## config.mk

```make
export PLATFORM = sky130hd
export DESIGN_NAME = sram_ctrl_flat
export DESIGN_NICKNAME = d
export VERILOG_FILES = /design/src/rtl/sram_pkg.sv /design/src/rtl/sram_ctrl_if.sv /design/src/rtl/sram_ctrl_cnt.sv /design/src/rtl/sram_ctrl.sv /design/src/flat_wrapper.sv
export SDC_FILE = /design/constraint.sdc
export NUM_CORES = 1
export LEC_CHECK = 0
export ABC_AREA = 1
export ABC_CLOCK_PERIOD_IN_PS = 1900
export BUFFER_PORTS_ARGS = -buffer_cell sky130_fd_sc_hd__clkbuf_2
export CAP_MARGIN = 20
export CORE_ASPECT_RATIO = 1.5
export CORE_MARGIN = 10
export CORE_UTILIZATION = 35
export CTS_CLUSTER_SIZE = 24
export DETAILED_ROUTE_END_ITERATION = 8
export PLACE_DENSITY = 0.65
export SYNTH_ARGS = -nofsm -noshare
export SYNTH_HDL_FRONTEND = slang
export SYNTH_SLANG_ARGS = --single-unit
```

## constraint.sdc

```tcl
create_clock -name s_clk -period 1.9 [get_ports s_clk]
set_input_delay 0.19 -clock s_clk [delete_from_list [all_inputs] [get_ports s_clk]]
set_output_delay 0.19 -clock s_clk [all_outputs]
set_load 0.01 [all_outputs]
```

## src/rtl/sram_pkg.sv

```systemverilog
// sram_pkg: state encoding and timing defaults shared by the SRAM controller
package sram_pkg;
  typedef enum logic [2:0] {IDLE, RD_ACC, RD_DONE, WR_SETUP, WR_PULSE, WR_HOLD} sram_state_e;
  localparam int RD_WAIT_DEF = 1;
  localparam int WR_WAIT_DEF = 1;
endpackage

```

## src/rtl/sram_ctrl_if.sv

```systemverilog
// sram_ctrl_if: host-side request/response bundle of the SRAM controller
interface sram_ctrl_if;
  logic        s_req;
  logic        s_wr_req;
  logic        s_rd_req;
  logic [15:0] s_addr;
  logic [15:0] s_wdata;
  logic [15:0] s_rdata;
  logic        s_valid;
  logic        busy;
  logic        overrun;
  logic        wr_err;
  modport master (output s_req, s_wr_req, s_rd_req, s_addr, s_wdata,
                  input s_rdata, s_valid, busy, overrun, wr_err);
  modport slave (input s_req, s_wr_req, s_rd_req, s_addr, s_wdata,
                 output s_rdata, s_valid, busy, overrun, wr_err);
endinterface

```

## src/rtl/sram_ctrl_cnt.sv

```systemverilog
// sram_ctrl_cnt: loadable down-counter with zero flag timing the wait states
module sram_ctrl_cnt (
  input  logic       s_clk,
  input  logic       s_rst,
  input  logic       load,
  input  logic [3:0] load_val,
  output logic       zero
);
  logic [3:0] cnt;
  // load while outside a timed state, otherwise count down and park at zero
  always_ff @(posedge s_clk)
    if (s_rst) cnt <= 4'd0;
    else cnt <= load ? load_val : (zero ? cnt : cnt - 4'd1);
  assign zero = cnt == 4'd0;
endmodule

```

## src/rtl/sram_ctrl.sv

```systemverilog
// sram_ctrl: async SRAM read/write sequencer with one pending slot; SRAM_WR_VERIFY_EN adds a write read-back check
module sram_ctrl
  import sram_pkg::*;
#(
  parameter int RD_WAIT = RD_WAIT_DEF,
  parameter int WR_WAIT = WR_WAIT_DEF
) (
  input  logic        s_clk,
  input  logic        s_rst,
  sram_ctrl_if.slave  host,
  output logic [15:0] sram_addr,
  output logic [15:0] sram_dq_o,
  output logic        sram_dq_oe,
  input  logic [15:0] sram_dq_i,
  output logic        sram_ce_n,
  output logic        sram_oe_n,
  output logic        sram_we_n
);
`ifdef SRAM_WR_VERIFY_EN
  localparam bit VFY = 1'b1;
`else
  localparam bit VFY = 1'b0;
`endif
  sram_state_e state;
  logic        pend_v, pend_wr, vfy, cnt_zero;
  logic [15:0] pend_addr, pend_wdata;
  logic        acc, both, fin, drain, start, take, drop, st_wr;
  logic [15:0] st_addr, st_wdata;
  sram_ctrl_cnt u_cnt (
    .s_clk    (s_clk),
    .s_rst    (s_rst),
    .load     (!(state == RD_ACC || state == WR_PULSE)),
    .load_val (state == WR_SETUP ? 4'(WR_WAIT) : 4'(RD_WAIT)),
    .zero     (cnt_zero)
  );
  assign acc      = host.s_req && (host.s_wr_req || host.s_rd_req);
  assign both     = host.s_req && host.s_wr_req && host.s_rd_req;
  assign fin      = state == RD_DONE || (state == WR_HOLD && !VFY);
  assign drain    = fin && pend_v;
  assign start    = (state == IDLE && acc) || drain;
  assign take     = acc && state != IDLE && (!pend_v || drain);
  assign drop     = both || (acc && state != IDLE && pend_v && !drain);
  assign st_wr    = drain ? pend_wr : host.s_wr_req;
  assign st_addr  = drain ? pend_addr : host.s_addr;
  assign st_wdata = drain ? pend_wdata : host.s_wdata;
  assign host.busy = state != IDLE || pend_v;
  // access sequencer: state, pending slot and all registered SRAM/host outputs
  always_ff @(posedge s_clk)
    if (s_rst) begin
      state        <= IDLE;
      pend_v       <= 1'b0;
      pend_wr      <= 1'b0;
      pend_addr    <= 16'd0;
      pend_wdata   <= 16'd0;
      vfy          <= 1'b0;
      host.s_valid <= 1'b0;
      host.s_rdata <= 16'd0;
      host.overrun <= 1'b0;
      sram_addr    <= 16'd0;
      sram_dq_o    <= 16'd0;
      sram_dq_oe   <= 1'b0;
      sram_ce_n    <= 1'b1;
      sram_oe_n    <= 1'b1;
      sram_we_n    <= 1'b1;
    end else begin
      host.s_valid <= 1'b0;
      if (drop) host.overrun <= 1'b1;
      if (take) begin
        pend_v     <= 1'b1;
        pend_wr    <= host.s_wr_req;
        pend_addr  <= host.s_addr;
        pend_wdata <= host.s_wdata;
      end else if (drain) pend_v <= 1'b0;
      case (state)
        RD_ACC: if (cnt_zero) begin
          state     <= RD_DONE;
          sram_ce_n <= 1'b1;
          sram_oe_n <= 1'b1;
          if (!vfy) begin
            host.s_rdata <= sram_dq_i;
            host.s_valid <= 1'b1;
          end
        end
        RD_DONE: begin
          state <= IDLE;
          vfy   <= 1'b0;
        end
        WR_SETUP: begin
          state     <= WR_PULSE;
          sram_we_n <= 1'b0;
        end
        WR_PULSE: if (cnt_zero) begin
          state     <= WR_HOLD;
          sram_we_n <= 1'b1;
        end
        WR_HOLD: begin
          state      <= VFY ? RD_ACC : IDLE;
          vfy        <= VFY;
          sram_ce_n  <= !VFY;
          sram_oe_n  <= !VFY;
          sram_dq_oe <= 1'b0;
        end
        default: state <= IDLE;
      endcase
      if (start) begin
        state      <= st_wr ? WR_SETUP : RD_ACC;
        sram_addr  <= st_addr;
        sram_ce_n  <= 1'b0;
        sram_oe_n  <= st_wr;
        sram_we_n  <= 1'b1;
        sram_dq_oe <= st_wr;
        if (st_wr) sram_dq_o <= st_wdata;
      end
    end
`ifdef SRAM_WR_VERIFY_EN
  logic wr_err_q;
  // sticky flag when the read-back after a write differs from the driven data
  always_ff @(posedge s_clk)
    if (s_rst) wr_err_q <= 1'b0;
    else if (state == RD_ACC && cnt_zero && vfy && sram_dq_i != sram_dq_o) wr_err_q <= 1'b1;
  assign host.wr_err = wr_err_q;
`else
  assign host.wr_err = 1'b0;
`endif
endmodule

```

## src/flat_wrapper.sv

```systemverilog
// flat-port wrapper written by rule: the top's interface ports become plain ports
module sram_ctrl_flat import sram_pkg::*;
#(
  parameter int RD_WAIT = RD_WAIT_DEF,
  parameter int WR_WAIT = WR_WAIT_DEF
)
  (s_clk, s_rst, sram_addr, sram_dq_o, sram_dq_oe, sram_dq_i, sram_ce_n, sram_oe_n, sram_we_n, host_s_req, host_s_wr_req, host_s_rd_req, host_s_addr, host_s_wdata, host_s_rdata, host_s_valid, host_busy, host_overrun, host_wr_err);
  sram_ctrl_if host_i ();
  input  logic s_clk;
  input  logic s_rst;
  output logic [15:0] sram_addr;
  output logic [15:0] sram_dq_o;
  output logic sram_dq_oe;
  input  logic [15:0] sram_dq_i;
  output logic sram_ce_n;
  output logic sram_oe_n;
  output logic sram_we_n;
  input wire logic [$bits(host_i.s_req)-1:0] host_s_req;
  input wire logic [$bits(host_i.s_wr_req)-1:0] host_s_wr_req;
  input wire logic [$bits(host_i.s_rd_req)-1:0] host_s_rd_req;
  input wire logic [$bits(host_i.s_addr)-1:0] host_s_addr;
  input wire logic [$bits(host_i.s_wdata)-1:0] host_s_wdata;
  output wire logic [$bits(host_i.s_rdata)-1:0] host_s_rdata;
  output wire logic [$bits(host_i.s_valid)-1:0] host_s_valid;
  output wire logic [$bits(host_i.busy)-1:0] host_busy;
  output wire logic [$bits(host_i.overrun)-1:0] host_overrun;
  output wire logic [$bits(host_i.wr_err)-1:0] host_wr_err;
  assign host_i.s_req = host_s_req;
  assign host_i.s_wr_req = host_s_wr_req;
  assign host_i.s_rd_req = host_s_rd_req;
  assign host_i.s_addr = host_s_addr;
  assign host_i.s_wdata = host_s_wdata;
  assign host_s_rdata = host_i.s_rdata;
  assign host_s_valid = host_i.s_valid;
  assign host_busy = host_i.busy;
  assign host_overrun = host_i.overrun;
  assign host_wr_err = host_i.wr_err;
  sram_ctrl #(.RD_WAIT(RD_WAIT), .WR_WAIT(WR_WAIT)) u_core (.s_clk(s_clk), .s_rst(s_rst), .host(host_i), .sram_addr(sram_addr), .sram_dq_o(sram_dq_o), .sram_dq_oe(sram_dq_oe), .sram_dq_i(sram_dq_i), .sram_ce_n(sram_ce_n), .sram_oe_n(sram_oe_n), .sram_we_n(sram_we_n));
endmodule
```

---- Yosys cells after proc, flatten, opt, wreduce, memory -nomap -nowiden ----
Index checks and enable logic that the tools add are counted.
storage, ports and cells
  register bits after elaboration ......... 95
  output and inout port bits .............. 56
  logic and storage cells ................. 81
cells by class
  multiplexer cells ....................... 19
  add/sub/neg operators ................... 1
  equal/unequal tests ..................... 9
  bitwise gates (word level) .............. 3
  reductions and logical operators ........ 33
operator list
  cell                   count
  $mux W16               2
  $mux W1                10
  $reduce_and A2 Y1      5
  $logic_and A1 B1 Y1    9
  $mux W3                3
  $pmux W3 S3            1
  $logic_or A1 B1 Y1     7
  $eq A3 B2 Y1 const B   2
  $eq A3 B3 Y1 const B   2
  $ne A3 B2 Y1 const B   2
  $reduce_bool A2 Y1     3
  $reduce_bool A3 Y1     2
  $logic_not A4 Y1       1
  $ne A2 B2 Y1 const B   2
  $pmux W1 S2            2
  $reduce_or A2 Y1       2
  $sub A4 B1 Y4 const B  1
  $eq A3 B1 Y1 const B   1
  $logic_not A3 Y1       1
  $not A1 Y1             3
  $reduce_or A3 Y1       1
  $logic_not A1 Y1       2
  $mux W2                1

---- Depth between registers and ports, before layout ----
Gate-level depths: netlist of run 1.
  depth after elaboration ................. 6
  gate-level depth with buffers ........... 10
  depth with buffers taken out ............ 9

---- Modules after synthesis ----
A second synthesis of run 1 with hierarchy kept.
unflattened totals
  cell total of the unflattened synthesis .. 555
  area total of the unflattened synthesis .. 3,952.5 um2
by module, submodules not included
  module         area each (um2)  sequential area each (um2)  cells an instance  times used
  sram_ctrl      3,696.0          1,821.7                     513                1
  sram_ctrl_cnt  256.5            80.1                        42                 1

---- Worst setup path after synthesis of run 1 ----
OpenSTA, ideal clock, no wires.
  kind .................................... reg2reg
  from .................................... register u_core.u_cnt.cnt[0]
  to ...................................... register u_core.host.s_rdata[10]
  arrival time ............................ 1.314 ns
  path slack .............................. 0.471 ns
  required time ........................... 1.784 ns
  cell stages (with the launch flop) ...... 10
  path buffers ............................ 1
  path through ............................ dfxtp_1 inv_1 ha_1 nand2_1 inv_1 nand2_2 inv_1 buf_4 nor2_1 nor2_1
between the ends
  word-level cells in the longest chain between the ends .. 2
ends and longest elaborated chain
  what                         RTL line             RTL
  start: declaration           sram_ctrl_cnt.sv:9   logic [3:0] cnt;
  start signal: assignment     sram_ctrl_cnt.sv:13  else cnt <= load ? load_val : (zero ? cnt : cnt - 4'd1);
  $logic_not A4 Y1             sram_ctrl_cnt.sv:14  assign zero = cnt == 4'd0;
  $reduce_and A2 Y1 (no line)  n/a
  end signal: assignment       sram_ctrl.sv:80      host.s_rdata <= sram_dq_i;
  end: declaration             sram_ctrl_if.sv:16   output s_rdata, s_valid, busy, overrun, wr_err);
Every way passes these cells.
A chain may end at the register's enable or synchronous reset.

---- Worst setup path after layout of run 1 ----
  from .................................... register u_core.state[0]
  to ...................................... output host_busy
between the ends
  word-level cells in the longest chain between the ends .. 2
ends and longest elaborated chain
  what                      RTL line            RTL
  start: declaration        sram_ctrl.sv:24     sram_state_e state;
  start signal: assignment  sram_ctrl.sv:97     state <= VFY ? RD_ACC : IDLE;
  start signal: assignment  sram_ctrl.sv:106    state <= st_wr ? WR_SETUP : RD_ACC;
  $reduce_bool A3 Y1        sram_ctrl.sv:46     assign host.busy = state != IDLE || pend_v;
  $logic_or A1 B1 Y1        sram_ctrl.sv:46
  end: declaration          flat_wrapper.sv:25  output wire logic [$bits(host_i.busy)-1:0] host_busy;
Every way passes these cells.

==> results.md, run 1 <==
* Status: finished, final reports clean
* Final setup violation count at 0
* CTS Buf Count at 9
* Nets at 707
* Worst r2r src: u_core.state[2]$_SDFFE_PP0P_
* Leak Pwr at 2.49 nW
* CP bufs+invs at 1
* Final TNS setup at 0 ps
* Initial antenna violation count at 0
* Sequential share of the synthesized area at 47.4%
* Fill count at 1114
* Final worst path period share at 88.2%
* Power density over cell area at 1050 mW/mm2
* Crit Reg-Reg Endpoint: u_core.sram_addr[4]$_SDFFE_PP0P_
* Worst skew pair latency at 340 ps
* FF-to-FF setup slack at 240 ps
* Post-layout min period at 1670 ps
* Final GP Congestion at 0.800
* Synth Area per Inst at 7.22 um2
* Area of the multi-input gates at 0.00158 mm2
* Post-CTS Setup Bufs at 0
* Commonest non-fill, non-tap cell in the layout: clkbuf_2
* Hold Path Class: in -> reg
* Total track usage at 12.7%
* Cts hold-fix bufs at 0
* Fin. max-slew vios at 0
* Clk root buf: clkbuf_16
* Worst-path clk slew at 70 ps
* Die Y at 151 um
* Worst Setup Start Kind: flop
* Skew final at 9.16 ps
* Dpl hpwl at 7.70 mm
* Max_cap viols at 0
* CP cell instances: nor2_1 -> nand2_1 -> or2_2 -> clkbuf_2
* Drt wl/cell at 13.1 um
* # IOs at 109
* Synth Cell Area at 0.00401 mm2
* Synth cell types at 32
* Hold path start: sram_dq_i[2]
* Syn nets at 610
* Hold Path Depth at 3
* Number of synthesized flops with an enable pin at 0
* Final hold vios at 0
* Top delay family on crit path: simple AND/OR/NAND/NOR gates
* Peak VDD IR at 0.000581 V
* First-pass GRT wire length at 16.6 mm
* Core area at 0.0111 mm2
* ANT nets after route at 0
* Number of diodes at 0
* Most frequent cells in the layout: 107 x clkbuf_2, 103 x inv_1, 95 x dfxtp_1
* Die ar. at 0.0162 mm2
* GR Overflow Total at 0
* Hold EP: u_core.host.s_rdata[2]$_SDFFE_PP0P_
* CP max FO at 5
* Largest net degree at the start of global routing at 54
* TritonRoute pass-1 iters at 6
* # DRC at 0
* Data arrival, critical path at 1480 ps
* Synth Register Bits at 95
* Post-Syn Instances at 556
* Port Buffers at 107
* Fmax at 597 MHz
* Slowest stage cell on the critical path: dfxtp_1
* Area growth from synthesis to layout at 24.0%
* Top FF cell, synth: dfxtp_1
* Initial Util at 36.1%
* RSZ-0062 raised after global routing: false
* 1st-iter DRT viols at 132
* Deepest clock path buffer count at 2
* Row Count at 47
* Req. time, crit path at 1710 ps
* Drt total wl at 10.5 mm
* R2R depth at 8
* Reg area at 0.00190 mm2
* Layout cells sized above 1 at 22.0%
* Synth async-reset ratio at 0%
* WS Path Type: reg -> out
* H-tree depth at 3
* CTS Sinks at 95
* Die Wd at 107 um
* Cell area after layout at 0.00498 mm2
* Number of global-route vias before repair at 3545
* Post_cts resized at 0
* Worst Setup End Kind: primary output
* CTS tree: built
* Worst path max stage delay at 360 ps
* Ys Warns at 0
* Via Count at 3645
* Placed Area at 0.00464 mm2
* Vias per cell at 4.53
==> where the power goes <==
part | switching, mW | total (mW) | internal [mW] | leakage, nW
registers | 0.106 | 2.33 | 2.22 | 0.778
logic | 0.637 | 1.02 | 0.385 | 1.56
clock network | 0.816 | 1.87 | 1.05 | 0.153
==> worst register-to-register path, delay by kind of cell (launching register included) <==
kind                   cells  cell delay [ps]
AND/OR/NAND/NOR            5              710
flip-flops                 1              450
buffers and inverters      2              250
AO/OA/AOI/OAI              1              160
==> through the flow <==
stage               utilization, %  cells  setup slack, ps  hold slack, ps  power [mW]
global route                  44.8    805             35.7             106        5.52
finish                        44.8    805              225            95.1        5.22
CTS                           44.5    804             44.0            79.6        5.28
floorplan                        -    556              471             333        3.05
global placement              41.7    788              134             434        3.36
detailed placement            41.7    788             63.5             438        3.39
==> routing by layer <==
metal	vias to the layer above	wire [um]	track usage [%]
met5	-	0	0
met4	0	222	6.23
met3	11	412	3.11
met2	70	5240	21.9
met1	1639	4640	14.2
li1	1925	-	-
==> cell families (layout without fill, tap and decap cells) <==
kind of cell    after synthesis  after routing  share of synthesized area [%]
flops                        95             95                           47.4
other cells                   1              1                         0.0935
simple gates                181            182                           19.3
fa+ha+maj                     1              1                          0.312
buf+inv                     135            236                           14.0
xor+xnor                      3              3                          0.655
compound gates              140            140                           18.2
==> how the worst max path moves through the flow <==
stage,start,to,slack [ps],cells after the start
floorplan,u_core.u_cnt.cnt[0]$_SDFFE_PP0P_,u_core.host.s_rdata[10]$_SDFFE_PP0P_,470,9
global placement,u_core.state[2]$_SDFFE_PP0P_,u_core.sram_dq_o[15]$_SDFFE_PP0P_,130,7
detailed placement,u_core.state[2]$_SDFFE_PP0P_,u_core.sram_dq_o[2]$_SDFFE_PP0P_,60,8
CTS,u_core.state[2]$_SDFFE_PP0P_,u_core.sram_dq_o[2]$_SDFFE_PP0P_,40,8
global route,u_core.state[2]$_SDFFE_PP0P_,u_core.sram_dq_o[3]$_SDFFE_PP0P_,40,8
finish,u_core.state[0]$_SDFFE_PP0P_,host_busy,230,4
==> cell usage after synthesis, types with 2 or more instances <==
library cell | n | area share [%]
buf_6 | 3 | 0.84
clkbuf_1 | 9 | 0.84
dfxtp_1 | 95 | 47
nor3_1 | 3 | 0.37
nor2_1 | 90 | 8.4
o21ai_0 | 84 | 10
nand3_2 | 2 | 0.50
o22ai_1 | 14 | 2.2
nand2_1 | 66 | 6.2
a21oi_1 | 37 | 4.6
buf_2 | 11 | 1.4
inv_1 | 104 | 9.7
xnor2_1 | 2 | 0.44
buf_4 | 5 | 0.94
nand2_2 | 3 | 0.47
nand3_1 | 10 | 1.2
nand2_4 | 3 | 0.84
==> registers in the layout, summed over array words and instances, names as in the netlist <==
register and cells:
u_core.u_cnt.cnt 4, u_core.host.s_valid 1, u_core.host.s_rdata 16, u_core.sram_we_n 1, u_core.pend_wdata 16, u_core.sram_dq_o 16, u_core.pend_addr 16, u_core.sram_ce_n 1
u_core.host.overrun 1, u_core.state 3, u_core.pend_wr 1, u_core.sram_addr 16, u_core.pend_v 1, u_core.sram_oe_n 1, u_core.sram_dq_oe 1
==> cell type report <==
class	instances	area share (%)
Sequential cell	95	38.2
Multi-Input combinational cell	327	31.7
Timing Repair Buffer	115	12.2
Inverter	105	7.92
Clock buffer	9	4.52
Tap cell	147	3.70
Clock inverter	7	1.71
Power figures use the tool's default switching activity.
==> run 2, diff against run 1 <==
--- a/config.mk
+++ b/config.mk
@@ -7,14 +7,17 @@
 export LEC_CHECK = 0
 export ABC_AREA = 1
 export ABC_CLOCK_PERIOD_IN_PS = 1900
-export BUFFER_PORTS_ARGS = -buffer_cell sky130_fd_sc_hd__clkbuf_2
 export CAP_MARGIN = 20
+export CELL_PAD_IN_SITES_DETAIL_PLACEMENT = 0
+export CELL_PAD_IN_SITES_GLOBAL_PLACEMENT = 1
 export CORE_ASPECT_RATIO = 1.5
 export CORE_MARGIN = 10
 export CORE_UTILIZATION = 35
 export CTS_CLUSTER_SIZE = 24
 export DETAILED_ROUTE_END_ITERATION = 8
-export PLACE_DENSITY = 0.65
+export DONT_BUFFER_PORTS = 1
+export PLACE_DENSITY = 0.72
+export SLEW_MARGIN = 20
 export SYNTH_ARGS = -nofsm -noshare
 export SYNTH_HDL_FRONTEND = slang
 export SYNTH_SLANG_ARGS = --single-unit
==> results.md, run 2 (same netlist as run 1, synthesis figures left out) <==
* Status: finished, final reports clean (unchanged)
* Die Y at 151 um (unchanged)
* TritonRoute pass-1 iters at 4 (was 6)
* Drt wl/cell at 15.3 um (was 13.1 um)
* FF-to-FF setup slack at 170 ps (was 240 ps)
* Leak Pwr at 2.01 nW (was 2.49 nW)
* Worst-path clk slew at 60 ps (was 70 ps)
* # DRC at 0 (unchanged)
* Worst Setup Start Kind: flop (unchanged)
* H-tree depth at 3 (unchanged)
* Final hold vios at 0 (unchanged)
* Deepest clock path buffer count at 2 (unchanged)
* Die Wd at 107 um (unchanged)
* Most frequent cells in the layout: 103 x inv_1, 95 x dfxtp_1, 90 x nor2_1 (was 107 x clkbuf_2, 103 x inv_1, 95 x dfxtp_1)
* Via Count at 3254 (was 3645)
* Initial antenna violation count at 0 (unchanged)
* ANT nets after route at 0 (unchanged)
* Port Buffers at 0 (was 107)
* Cells after DPL at 681 (was 788)
* Die ar. at 0.0162 mm2 (unchanged)
* Final Power at 4.94 mW (was 5.22 mW)
* Final worst path period share at 91.0% (was 88.2%)
* Number of global-route vias before repair at 3141 (was 3545)
* Row Count at 47 (unchanged)
* Peak VDD IR at 0.000423 V (was 0.000581 V)
* Worst skew pair latency at 340 ps (about the same)
* RSZ-0062 raised after global routing: false (unchanged)
* Layout cells sized above 1 at 6.53% (was 22.0%)
* CTS tree: built (unchanged)
* Skew final at 5.11 ps (was 9.16 ps)
* Worst Setup End Kind: flop (was primary output)
* Nets at 602 (was 707)
* CTS Buf Count at 9 (unchanged)
* Core area at 0.0111 mm2 (unchanged)
* Non-Filler Instances at 698 (was 805)
* Data arrival, critical path at 1960 ps (was 1480 ps)
* Fin. max-slew vios at 0 (unchanged)
* Total track usage at 12.8% (was 12.7%)
* Vias per cell at 4.66 (was 4.53)
* Req. time, crit path at 2130 ps (was 1710 ps)
* Dpl hpwl at 7.43 mm (was 7.70 mm)
* Final TNS setup at 0 ps (unchanged)
* CP max FO at 44 (was 5)
* Commonest non-fill, non-tap cell in the layout: inv_1 (was clkbuf_2)
* 1st-iter DRT viols at 121 (was 132)
* Final WS setup at 170 ps (was 225 ps)
* Post-layout min period at 1730 ps (was 1670 ps)
* WS Path Type: reg -> reg (was reg -> out)
* Final GP Congestion at 0.757 (was 0.800)
* Area growth from synthesis to layout at 9.95% (was 24.0%)
* GR Overflow Total at 0 (unchanged)
* CTS Sinks at 95 (unchanged)
* # IOs at 109 (unchanged)
* Final setup violation count at 0 (unchanged)
* Post-CTS Setup Bufs at 0 (unchanged)
* Worst slack at placement at 162 ps (was 63.5 ps)
* Largest net degree at the start of global routing at 54 (unchanged)
* Max_cap viols at 0 (unchanged)
* Drt total wl at 10.7 mm (was 10.5 mm)
* Number of diodes at 0 (unchanged)
* Min Hold Slack at 19.1 ps (was 95.1 ps)
* Power density over cell area at 1120 mW/mm2 (was 1050 mW/mm2)
* Fmax at 578 MHz (was 597 MHz)
* Initial Util at 36.1% (unchanged)
* Hold Path Class: in -> reg (unchanged)
* First-pass GRT wire length at 16.3 mm (was 16.6 mm)
* Clk root buf: clkbuf_16 (unchanged)
==> run 2: cell types whose count changed in the layout (fill, tap and decap cells not counted), moves of 2 or more <==
cell,change
clkbuf_2,-107
clkinv_2,+2
dlygate4sd3_1,+2
inv_6,-4
==> run 2: cell type report <==
class | count | area [um2]
tap | 147 | 184
inverter | 105 | 394
timing repair buffer | 10 | 80.1
clock buffer | 10 | 239
fill | 1165 | 6700
clock inverter | 4 | 47.5
multi-input combinational | 327 | 1570
sequential | 95 | 1900
==> run 2: final timing paths <==
path / start / to / depth (start not counted)
setup / recovery: u_core.state[2]$_SDFFE_PP0P_ / u_core.sram_addr[14]$_SDFFE_PP0P_ / 8
hold / removal: host_s_addr[1] / u_core.pend_addr[1]$_SDFFE_PP0P_ / 2
setup reg to reg: u_core.state[2]$_SDFFE_PP0P_ / u_core.sram_addr[14]$_SDFFE_PP0P_ / 8
hold reg to reg: u_core.pend_wdata[11]$_SDFFE_PP0P_ / u_core.pend_wdata[11]$_SDFFE_PP0P_ / 2
==> run 2: worst max-delay path, stage by stage, from the launching register on <==
cell and delay (ps):
dfxtp_1 440, nor2_1 100, nand2_2 90, nand2_4 90, nand2_8 90, buf_4 400
o22ai_1 170, o21ai_0 200, inv_1 50
==> run 2: repair_timing <==
| action | CTS | global route |
|---|---|---|
| gates resized for setup | 0 | 1 |
| endpoints found under the hold margin | 8 | 0 |
| setup endpoints to repair | 0 | 9 |
| hold buffers | 2 | 0 |
==> run 2: report_power, final <==
part	internal (mW)	total, mW	switching (mW)
clock network	1.04	1.77	0.729
logic	0.259	0.752	0.493
registers	2.22	2.42	0.197
==> run 2: stage by stage <==
step / util [%] / area (um2)
after global placement: 36.8 / 4090
final: 39.7 / 4410
after CTS: 39.5 / 4390
after detailed placement: 36.8 / 4090
after global routing: 39.7 / 4410
after floorplan: - / 4010
==> run 2: layer usage <==
layer  track usage (%)  part of all wire (%)  up-vias
li1                  -                     -     1711
met1              13.6                    40     1453
met2              22.3                    50       81
met3              4.98                   8.8        9
met4              4.83                   1.3        0
met5                 0                     0        -
